### config.mk
export PLATFORM = sky130hd
export DESIGN_NAME = pwm_seq_multi
export DESIGN_NICKNAME = d
export VERILOG_FILES = /design/src/rtl/pwm_seq_multi.sv
export SDC_FILE = /design/constraint.sdc
export NUM_CORES = 1
export LEC_CHECK = 0
export ABC_AREA = 1
export CAP_MARGIN = 20
export CORE_MARGIN = 4
export CORE_UTILIZATION = 45
export DETAILED_ROUTE_END_ITERATION = 8
export GPL_ROUTABILITY_DRIVEN = 0
export GPL_TIMING_DRIVEN = 0
export PLACE_DENSITY = 0.68
export RECOVER_POWER = 100
export SLEW_MARGIN = 20
export SYNTH_ARGS = -nofsm -noshare
export SYNTH_HDL_FRONTEND = slang
export SYNTH_SLANG_ARGS = --single-unit
export TNS_END_PERCENT = 5
### constraint.sdc
create_clock -name CLK100MHZ -period 2 [get_ports CLK100MHZ]
set_input_delay 0.4 -clock CLK100MHZ [delete_from_list [all_inputs] [get_ports CLK100MHZ]]
set_output_delay 0.4 -clock CLK100MHZ [all_outputs]
set_load 0.03 [all_outputs]
### src/rtl/pwm_seq_multi.sv
// pwm_seq_multi: multi-channel PWM player stepping through samples held in memory.
// Define PWM_DEADBAND_EN to blank spd for one period whenever a channel reverses dir.
module pwm_seq_multi #(
   parameter int NUM_CH           = 2,
   parameter int DUTY_W           = 8,
   parameter int ADDR_W           = 8,
   parameter int TICK_DIV         = 250,
   parameter int PERIODS_PER_STEP = 13
) (
   input  logic                   CLK100MHZ,
   input  logic                   rst,
   input  logic                   en,
   input  logic                   wrap_en,
   input  logic [ADDR_W-1:0]      last_addr,
   output logic [ADDR_W-1:0]      mem_addr,
   output logic                   mem_rd,
   input  logic [16*NUM_CH-1:0]   mem_data,
   output logic [NUM_CH-1:0]      spd,
   output logic [NUM_CH-1:0]      dir,
   output logic                   step_stb,
   output logic                   done
);

   localparam int PW = $clog2(TICK_DIV);
   localparam int SW = $clog2(PERIODS_PER_STEP);
   localparam logic [PW-1:0] PRE_TOP = PW'(TICK_DIV - 1);
   localparam logic [SW-1:0] PER_TOP = SW'(PERIODS_PER_STEP - 1);
   localparam logic [DUTY_W-1:0] CNT_TOP = {{(DUTY_W-1){1'b1}}, 1'b0};

   localparam logic [2:0] S_IDLE  = 3'd0;
   localparam logic [2:0] S_LOAD0 = 3'd1;
   localparam logic [2:0] S_PRIME = 3'd2;
   localparam logic [2:0] S_RUN   = 3'd3;
   localparam logic [2:0] S_DONE  = 3'd4;

   logic [2:0]                    state;
   logic [PW-1:0]                 pre_cnt;
   logic [DUTY_W-1:0]             pwm_cnt;
   logic [SW-1:0]                 per_cnt;
   logic                          rd_pend;
   logic [ADDR_W-1:0]             act_addr;
   logic [ADDR_W-1:0]             nxt_addr;
   logic [NUM_CH-1:0][DUTY_W-1:0] act_duty;
   logic [NUM_CH-1:0][DUTY_W-1:0] stg_duty;
   logic [NUM_CH-1:0][DUTY_W-1:0] new_duty;
   logic [NUM_CH-1:0]             act_dir;
   logic [NUM_CH-1:0]             stg_dir;
   logic [NUM_CH-1:0]             new_dir;
   logic [NUM_CH-1:0]             spd_mask;
   logic                          tick;
   logic                          per_end;
   logic                          step_end;
   logic                          last_step;
   logic                          unused_bits;

   always_comb begin
      new_duty = '0;
      new_dir  = '0;
      for (int c = 0; c < NUM_CH; c++) begin
         new_duty[c] = mem_data[16*c +: DUTY_W];
         new_dir[c]  = mem_data[16*c + 15];
      end
   end

   assign unused_bits = ^mem_data;
   assign tick      = (pre_cnt == PRE_TOP);
   assign per_end   = tick && (pwm_cnt == CNT_TOP);
   assign step_end  = per_end && (per_cnt == PER_TOP);
   assign last_step = (act_addr == last_addr) && !wrap_en;
   assign nxt_addr  = (mem_addr == last_addr) ? '0 : mem_addr + 1'b1;

`ifdef PWM_DEADBAND_EN
   logic [NUM_CH-1:0] blank;

   // blank covers exactly the first period of a step whose dir flipped
   always_ff @(posedge CLK100MHZ or negedge rst) begin
      if (!rst) begin
         blank <= '0;
      end else if (!en || state != S_RUN) begin
         blank <= '0;
      end else if (step_end && !last_step) begin
         blank <= stg_dir ^ act_dir;
      end else if (per_end) begin
         blank <= '0;
      end
   end

   assign spd_mask = ~blank;
`else
   assign spd_mask = '1;
`endif

   always_comb begin
      spd = '0;
      for (int c = 0; c < NUM_CH; c++) begin
         spd[c] = (state == S_RUN) && spd_mask[c] &&
                  (pwm_cnt < act_duty[c]);
      end
   end

   assign dir  = (state == S_RUN) ? act_dir : '0;
   assign done = (state == S_DONE);

   always_ff @(posedge CLK100MHZ or negedge rst) begin
      if (!rst) begin
         state    <= S_IDLE;
         pre_cnt  <= '0;
         pwm_cnt  <= '0;
         per_cnt  <= '0;
         rd_pend  <= 1'b0;
         mem_addr <= '0;
         mem_rd   <= 1'b0;
         step_stb <= 1'b0;
         act_addr <= '0;
         act_duty <= '0;
         act_dir  <= '0;
         stg_duty <= '0;
         stg_dir  <= '0;
      end else begin
         step_stb <= 1'b0;
         mem_rd   <= 1'b0;
         rd_pend  <= mem_rd;
         if (!en && state != S_IDLE) begin
            state    <= S_IDLE;
            pre_cnt  <= '0;
            pwm_cnt  <= '0;
            per_cnt  <= '0;
            rd_pend  <= 1'b0;
            mem_addr <= '0;
            act_addr <= '0;
            act_duty <= '0;
            act_dir  <= '0;
            stg_duty <= '0;
            stg_dir  <= '0;
         end else begin
            unique case (state)
               S_IDLE: begin
                  if (en) begin
                     state    <= S_LOAD0;
                     mem_addr <= '0;
                     mem_rd   <= 1'b1;
                  end
               end
               S_LOAD0: state <= S_PRIME;
               S_PRIME: begin
                  act_duty <= new_duty;
                  act_dir  <= new_dir;
                  act_addr <= mem_addr;
                  step_stb <= 1'b1;
                  pre_cnt  <= '0;
                  pwm_cnt  <= '0;
                  per_cnt  <= '0;
                  mem_addr <= nxt_addr;
                  mem_rd   <= 1'b1;
                  state    <= S_RUN;
               end
               S_RUN: begin
                  if (rd_pend) begin
                     stg_duty <= new_duty;
                     stg_dir  <= new_dir;
                  end
                  pre_cnt <= tick ? '0 : pre_cnt + 1'b1;
                  if (tick) pwm_cnt <= per_end ? '0 : pwm_cnt + 1'b1;
                  if (per_end) per_cnt <= step_end ? '0 : per_cnt + 1'b1;
                  // mem_addr holds the address of the staged sample here
                  if (step_end) begin
                     if (last_step) begin
                        state <= S_DONE;
                     end else begin
                        act_duty <= stg_duty;
                        act_dir  <= stg_dir;
                        act_addr <= mem_addr;
                        step_stb <= 1'b1;
                        mem_addr <= nxt_addr;
                        mem_rd   <= 1'b1;
                     end
                  end
               end
               S_DONE: state <= S_DONE;
               default: state <= S_IDLE;
            endcase
         end
      end
   end

endmodule
Word-level counts from Yosys, hierarchy flattened
Cells that the tools add are included.
{ "op_classes": {"shift": 0, "mux": 49, "bitwise": 0, "addsub": 4, "n_reduce_logical": 20, "div": 0, "order_cmp": 2, "eq_ne": 15, "n_mul": 0} }
{ "ops": {"columns": ["operator", "count"], "rows": [
  ["8-bit two-way mux", 13],
  ["16-bit two-way mux", 6],
  ["8-bit one-hot mux with 2 select lines", 3],
  ["16-bit one-hot mux with 2 select lines", 1],
  ["8-bit by 1-bit adder with 8-bit output (second input constant)", 3],
  ["8-bit one-hot mux with 3 select lines", 1],
  ["8-bit equality test", 2],
  ["8-bit equality test (second input constant)", 2],
  ["8-bit < comparator", 2],
  ["3-bit by 2-bit inequality test with 1-bit output (second input constant)", 5],
  ["3-bit one-hot mux with 5 select lines", 1],
  ["2-bit two-way mux", 7],
  ["3-bit two-way mux", 4],
  ["4-bit two-way mux", 3],
  ["4-bit one-hot mux with 2 select lines", 1],
  ["3-bit by 2-bit equality test with 1-bit output (second input constant)", 2],
  ["1-bit logical AND", 6],
  ["1-bit two-way mux", 6],
  ["2-bit AND reduction", 3],
  ["3-bit AND reduction", 2],
  ["3-bit nonzero test", 2],
  ["4-bit by 1-bit adder with 4-bit output (second input constant)", 1],
  ["4-bit equality test (second input constant)", 1],
  ["2-bit one-hot mux with 2 select lines", 1],
  ["other kinds (10)", 12]
]} }
{ "word_totals": {"latch_bits": 0, "ram_bits": 0, "word_cells": 105, "n_memories": 0, "rom_bits": 0, "register_bits": 78} }

Logic depth before layout (Yosys ltp)
{ "logic_depth": {"ltp_word": 7, "mapped_depth": 12, "ltp_nobuf": 12} }

Least setup slack after synthesis
OpenSTA, ideal clock, no wires.
{ "synth_path": {"kind": "register to output", "startpoint": "register pwm_cnt[5]", "endpoint": "output port spd[0]", "arrival_ns": 1.698, "stages_incl_launch_ff": 6, "setup_slack_ns": -0.098, "path_buffers": 0, "cell_sequence": "dfrtp_1 ha_1 a21oi_1 nand3b_1 nand2_1 a211oi_1"} }
{ "synth_via": {"elab_chain_len": 2} }
{ "synth_lines": {"columns": ["item", "line", "text"], "rows": [
  ["from (decl)", "38", "logic [DUTY_W-1:0] pwm_cnt;"],
  ["from (signal assigned)", "163", "if (tick) pwm_cnt <= per_end ? '0 : pwm_cnt + 1'b1;"],
  ["8-bit < comparator", "97", "(pwm_cnt < act_duty[c]);"],
  ["1-bit logical AND", "96", "spd[c] = (state == S_RUN) && spd_mask[c] &&"],
  ["to (decl)", "18", "output logic [NUM_CH-1:0] spd,"]
]} }
Every way passes these cells.

Final worst setup path
{ "layout_path": {"startpoint": "register pwm_cnt[1]", "endpoint": "output port spd[0]"} }
The elaborated chain is that of the path after synthesis.

==> flow_metrics.env <==
export IMPL_status="complete, but fails checks"
export IMPL_violations="setup timing"
export IMPL_worstSkewPairLatency_ps=360
export IMPL_r2r_cells=12
export IMPL_via_count=3999
export IMPL_synth_fa_ha_area_share_pct=5.600
export IMPL_io_buffers=44
export IMPL_hold_class="register to register"
export IMPL_yosysTopAreaCellShare_pct=41.60
export IMPL_cts_htree_levels=3
export IMPL_power_share_clock_pct=21.9
export IMPL_clk_pin_slew_ps=80
export IMPL_path_cells="ha_1 -> a21oi_2 -> o21ai_1 -> a211oi_2 -> buf_4"
export IMPL_setup_worst_path_start_class="register"
export IMPL_ir_drop_v=0.0005986
export IMPL_path_depth=5
export IMPL_synthCells=587
export IMPL_overflow=0
export IMPL_synth_compound_area_share_pct=14.40
export IMPL_remaining_drc_errors=0
export IMPL_wl_per_cell_microns=14.06
export IMPL_syn_area_per_cell_sq_um=7.993
export IMPL_gr_usage_all_layers_pct=19.47
export IMPL_ys_seq_area_share_pct=41.60
export IMPL_power_density_mw_per_mm2=1120
export IMPL_fmax_mhz=451.0
export IMPL_detail_route_wirelength_microns=11130
export IMPL_dieHeight_microns=110.1
export IMPL_cp_max_fo=3
export IMPL_yosys_most_used_dff="dfrtp_1"
export IMPL_grt_pass1_wl_microns=18530
export IMPL_final_cells=791
export IMPL_synth_simple_area_share_pct=25.57
export IMPL_dp_cells=768
export IMPL_final_cell_mix="nand2_1, inv_1, dfrtp_1"
export IMPL_core_area_sq_mm=0.01023
export IMPL_startpoint="pwm_cnt[1]"
export IMPL_maxCapViolations=0
export IMPL_grt_busiest_layer="met2"
export IMPL_final_setup_tns_ps=-1033
export IMPL_yosys_area_top_type="dfrtp_1"
export IMPL_grtUsageMet3_pct=2.504
export IMPL_final_nets=715
export IMPL_synth_top_family_by_area="simple AND/OR/NAND/NOR gates"
export IMPL_firstDrtPassIters=4
export IMPL_r2r_start="pwm_cnt[3]"
export IMPL_grt_start_max_net_pins=52
export IMPL_layout_commonest_cell="nand2_1"
export IMPL_cts_buffer_depth=2
export IMPL_met1_usage_pct=25.54
export IMPL_ioPinCount=59
export IMPL_slew_violations=0
export IMPL_worst_slack_ps=-217.4
export IMPL_worst_clock_skew_ps=10.11
export IMPL_syn_to_final_growth_pct=20.35
export IMPL_via_per_inst=5.056
export IMPL_cts_root_buf="clkbuf_8"
export IMPL_yosys_area_share_xor_xnor_pct=3.360
export IMPL_cp_required_ps=1600
export IMPL_drive_gt1_share_pct=16.03
export IMPL_ant_nets=0
export IMPL_switching_share_pct=42.05
export IMPL_arrival_ps=1820
export IMPL_antenna_found_initial=0
export IMPL_synth_fp_nets=652
export IMPL_dr_first_iter_drc_count=199
export IMPL_path_buf_inv=1
export IMPL_cts_sinks=78
export IMPL_synthArstFlopShare_pct=100.0
export IMPL_timing_final_crit_share_pct=110.9
export IMPL_dp_hpwl_microns=7976
export IMPL_p_int_mw=3.665
export IMPL_die_w_microns=110.1
export IMPL_fin_crit_ps=2217
export IMPL_ys_types=34
export IMPL_met2_usage_pct=33.36
export IMPL_reg2reg_slack_ps=-10
export IMPL_p_seq_share_pct=33.7
export IMPL_relSlewSlack_pct=51.04
export IMPL_p_switching_mw=2.659
export IMPL_cts_inserted_buffers=9
export IMPL_synth_area_leaders="dfrtp_1, nand2_1, inv_1"
export IMPL_cpPeakStageDelay_ps=440
export IMPL_path_delay_family="compound AO/OA/AOI/OAI gates"
export IMPL_cts_tree="built"
export IMPL_setup_violations=14
export IMPL_yosysWarnings=0
export IMPL_first_global_vias=3923
export IMPL_rows=37
export IMPL_syn_area_sq_mm=0.004692
export IMPL_synth_edff_count=0
export IMPL_insertedDiodeCount=0
export IMPL_final_hold_viol_count=0
export IMPL_rsz0062_at_grt="yes"
export IMPL_rr_endpoint="act_duty[12]"
export IMPL_initial_core_util_pct=45.86
export IMPL_fp_dieArea_sq_mm=0.01212
export IMPL_worst_pin_slew_ps=734.4
export IMPL_p_comb_share_pct=44.4
export IMPL_cp_end_kind="output pin"
export IMPL_ys_ff_latch=78
export IMPL_synth_area_mux_share_pct=0
export IMPL_crit_end="spd[0]"
export IMPL_critPathKind="register to output pin"
export IMPL_slowest_stage="dfrtp_2"
export IMPL_p_leak_nw=2.706
[per-stage QoR]
stage / worst slack, ps / cell area, sq um / hold slack [ps] / power (mW) / util, %
after detailed placement: -561.5 / 5333 / 367.0 / 4.937 / 52.12
after global placement: -2392 / 5308 / 468.0 / 4.852 / 51.88
final: -217.4 / 5647 / 487.2 / 6.325 / 55.19
after floorplan: -80.23 / 4697 / 104.4 / 4.133 / -
after global routing: -290.0 / 5647 / 511.0 / 6.754 / 55.19
after CTS: -253.5 / 5592 / 489.0 / 6.315 / 54.65
[how the worst min path moves through the flow]
stage	slack [ps]	start	endpoint	cells after the start
final	490	act_addr[0]	act_addr[0]	2
after global routing	510	act_duty[10]	act_duty[10]	2
after floorplan	100	rst	act_addr[0]	0
after global placement	470	act_duty[3]	act_duty[3]	2
after detailed placement	370	rst	step_stb	1
after CTS	490	act_addr[0]	act_addr[0]	2
[power by group through the flow]
stage          sequential, mW  combinational [mW]  clock [mW]
2_1_floorplan            2.15                1.98           0
3_3_place_gp             2.15                2.70           0
3_5_place_dp             2.16                2.78           0
4_1_cts                  2.13                2.79        1.40
5_1_grt                  2.17                3.10        1.48
6_report                 2.13                2.81        1.39
[layout make-up]
class | count | area [sq um]
repair buffers | 53 | 470.5
fillers | 958 | 4584
clock buffers | 11 | 151.4
plain buffers | 21 | 140.1
flip-flops and latches | 78 | 1959
clock inverters | 5 | 81.33
inverters | 80 | 300.3
well taps | 136 | 170.2
multi-input cells | 407 | 2374
[synth_stat cells (2+ instances only)]
master    count
nand3b_1      3
clkbuf_1     11
xnor2_1       9
a21oi_1      20
nand3_4       3
xor2_1        9
nor3_1        3
nand2_4       3
nand3_1      34
dfrtp_1      78
o21ai_0      30
o211ai_1     18
o21ai_2      26
nor2_1       40
nand2_1     156
and3_1        2
inv_2         4
nor2_2        2
inv_1        76
buf_6         8
nand4_1       7
o21ai_1       5
nand2_2       5
buf_1         2
ha_1         21
a211oi_1      2
nand3_2       2
nor2_4        2
[cells by family after synthesis]
kind of cell,after synthesis
AO/OA/AOI/OAI,104
buffers and inverters,102
AND/OR/NAND/NOR,264
flip-flops,78
XOR/XNOR,18
adder cells (fa/ha/maj),21
[routing by layer]
| metal | vias to the layer above | routed length [microns] | part of all wire (%) |
|---|---|---|---|
| li1 | 2016 | - | - |
| met2 | 82 | 5392 | 48 |
| met3 | 13 | 434 | 3.9 |
| met5 | - | 0 | 0 |
| met1 | 1888 | 5119 | 46 |
| met4 | 0 | 179 | 1.6 |
[worst min-delay path: cells and delay by family, from the launching register on]
| kind | cells | cell delay (ps) |
|---|---|---|
| AOI/OAI and AO/OA | 1 | 50 |
| DFF | 1 | 350 |
| and+or+nand+nor | 1 | 60 |
[timing repair]
| action | CTS | global route |
|---|---|---|
| hold buffers | 1 | 0 |
| resized for setup | 26 | 25 |
| endpoints found under the setup margin | 5 | 41 |
| buffers inserted | 3 | 4 |
| endpoints found under the hold margin | 27 | 0 |
| pin swaps | 1 | 8 |
| gates cloned | 0 | 0 |
[flip-flops by register name (all words and copies together) (netlist names)]
| signal | count |
|---|---|
| step_stb | 1 |
| mem_addr | 8 |
| rd_pend | 1 |
| act_addr | 8 |
| pwm_cnt | 8 |
| mem_rd | 1 |
| act_duty | 16 |
| act_dir | 2 |
| stg_duty | 16 |
| state | 3 |
| stg_dir | 2 |
| per_cnt | 4 |
| pre_cnt | 8 |
Power figures use the tool's default switching activity.
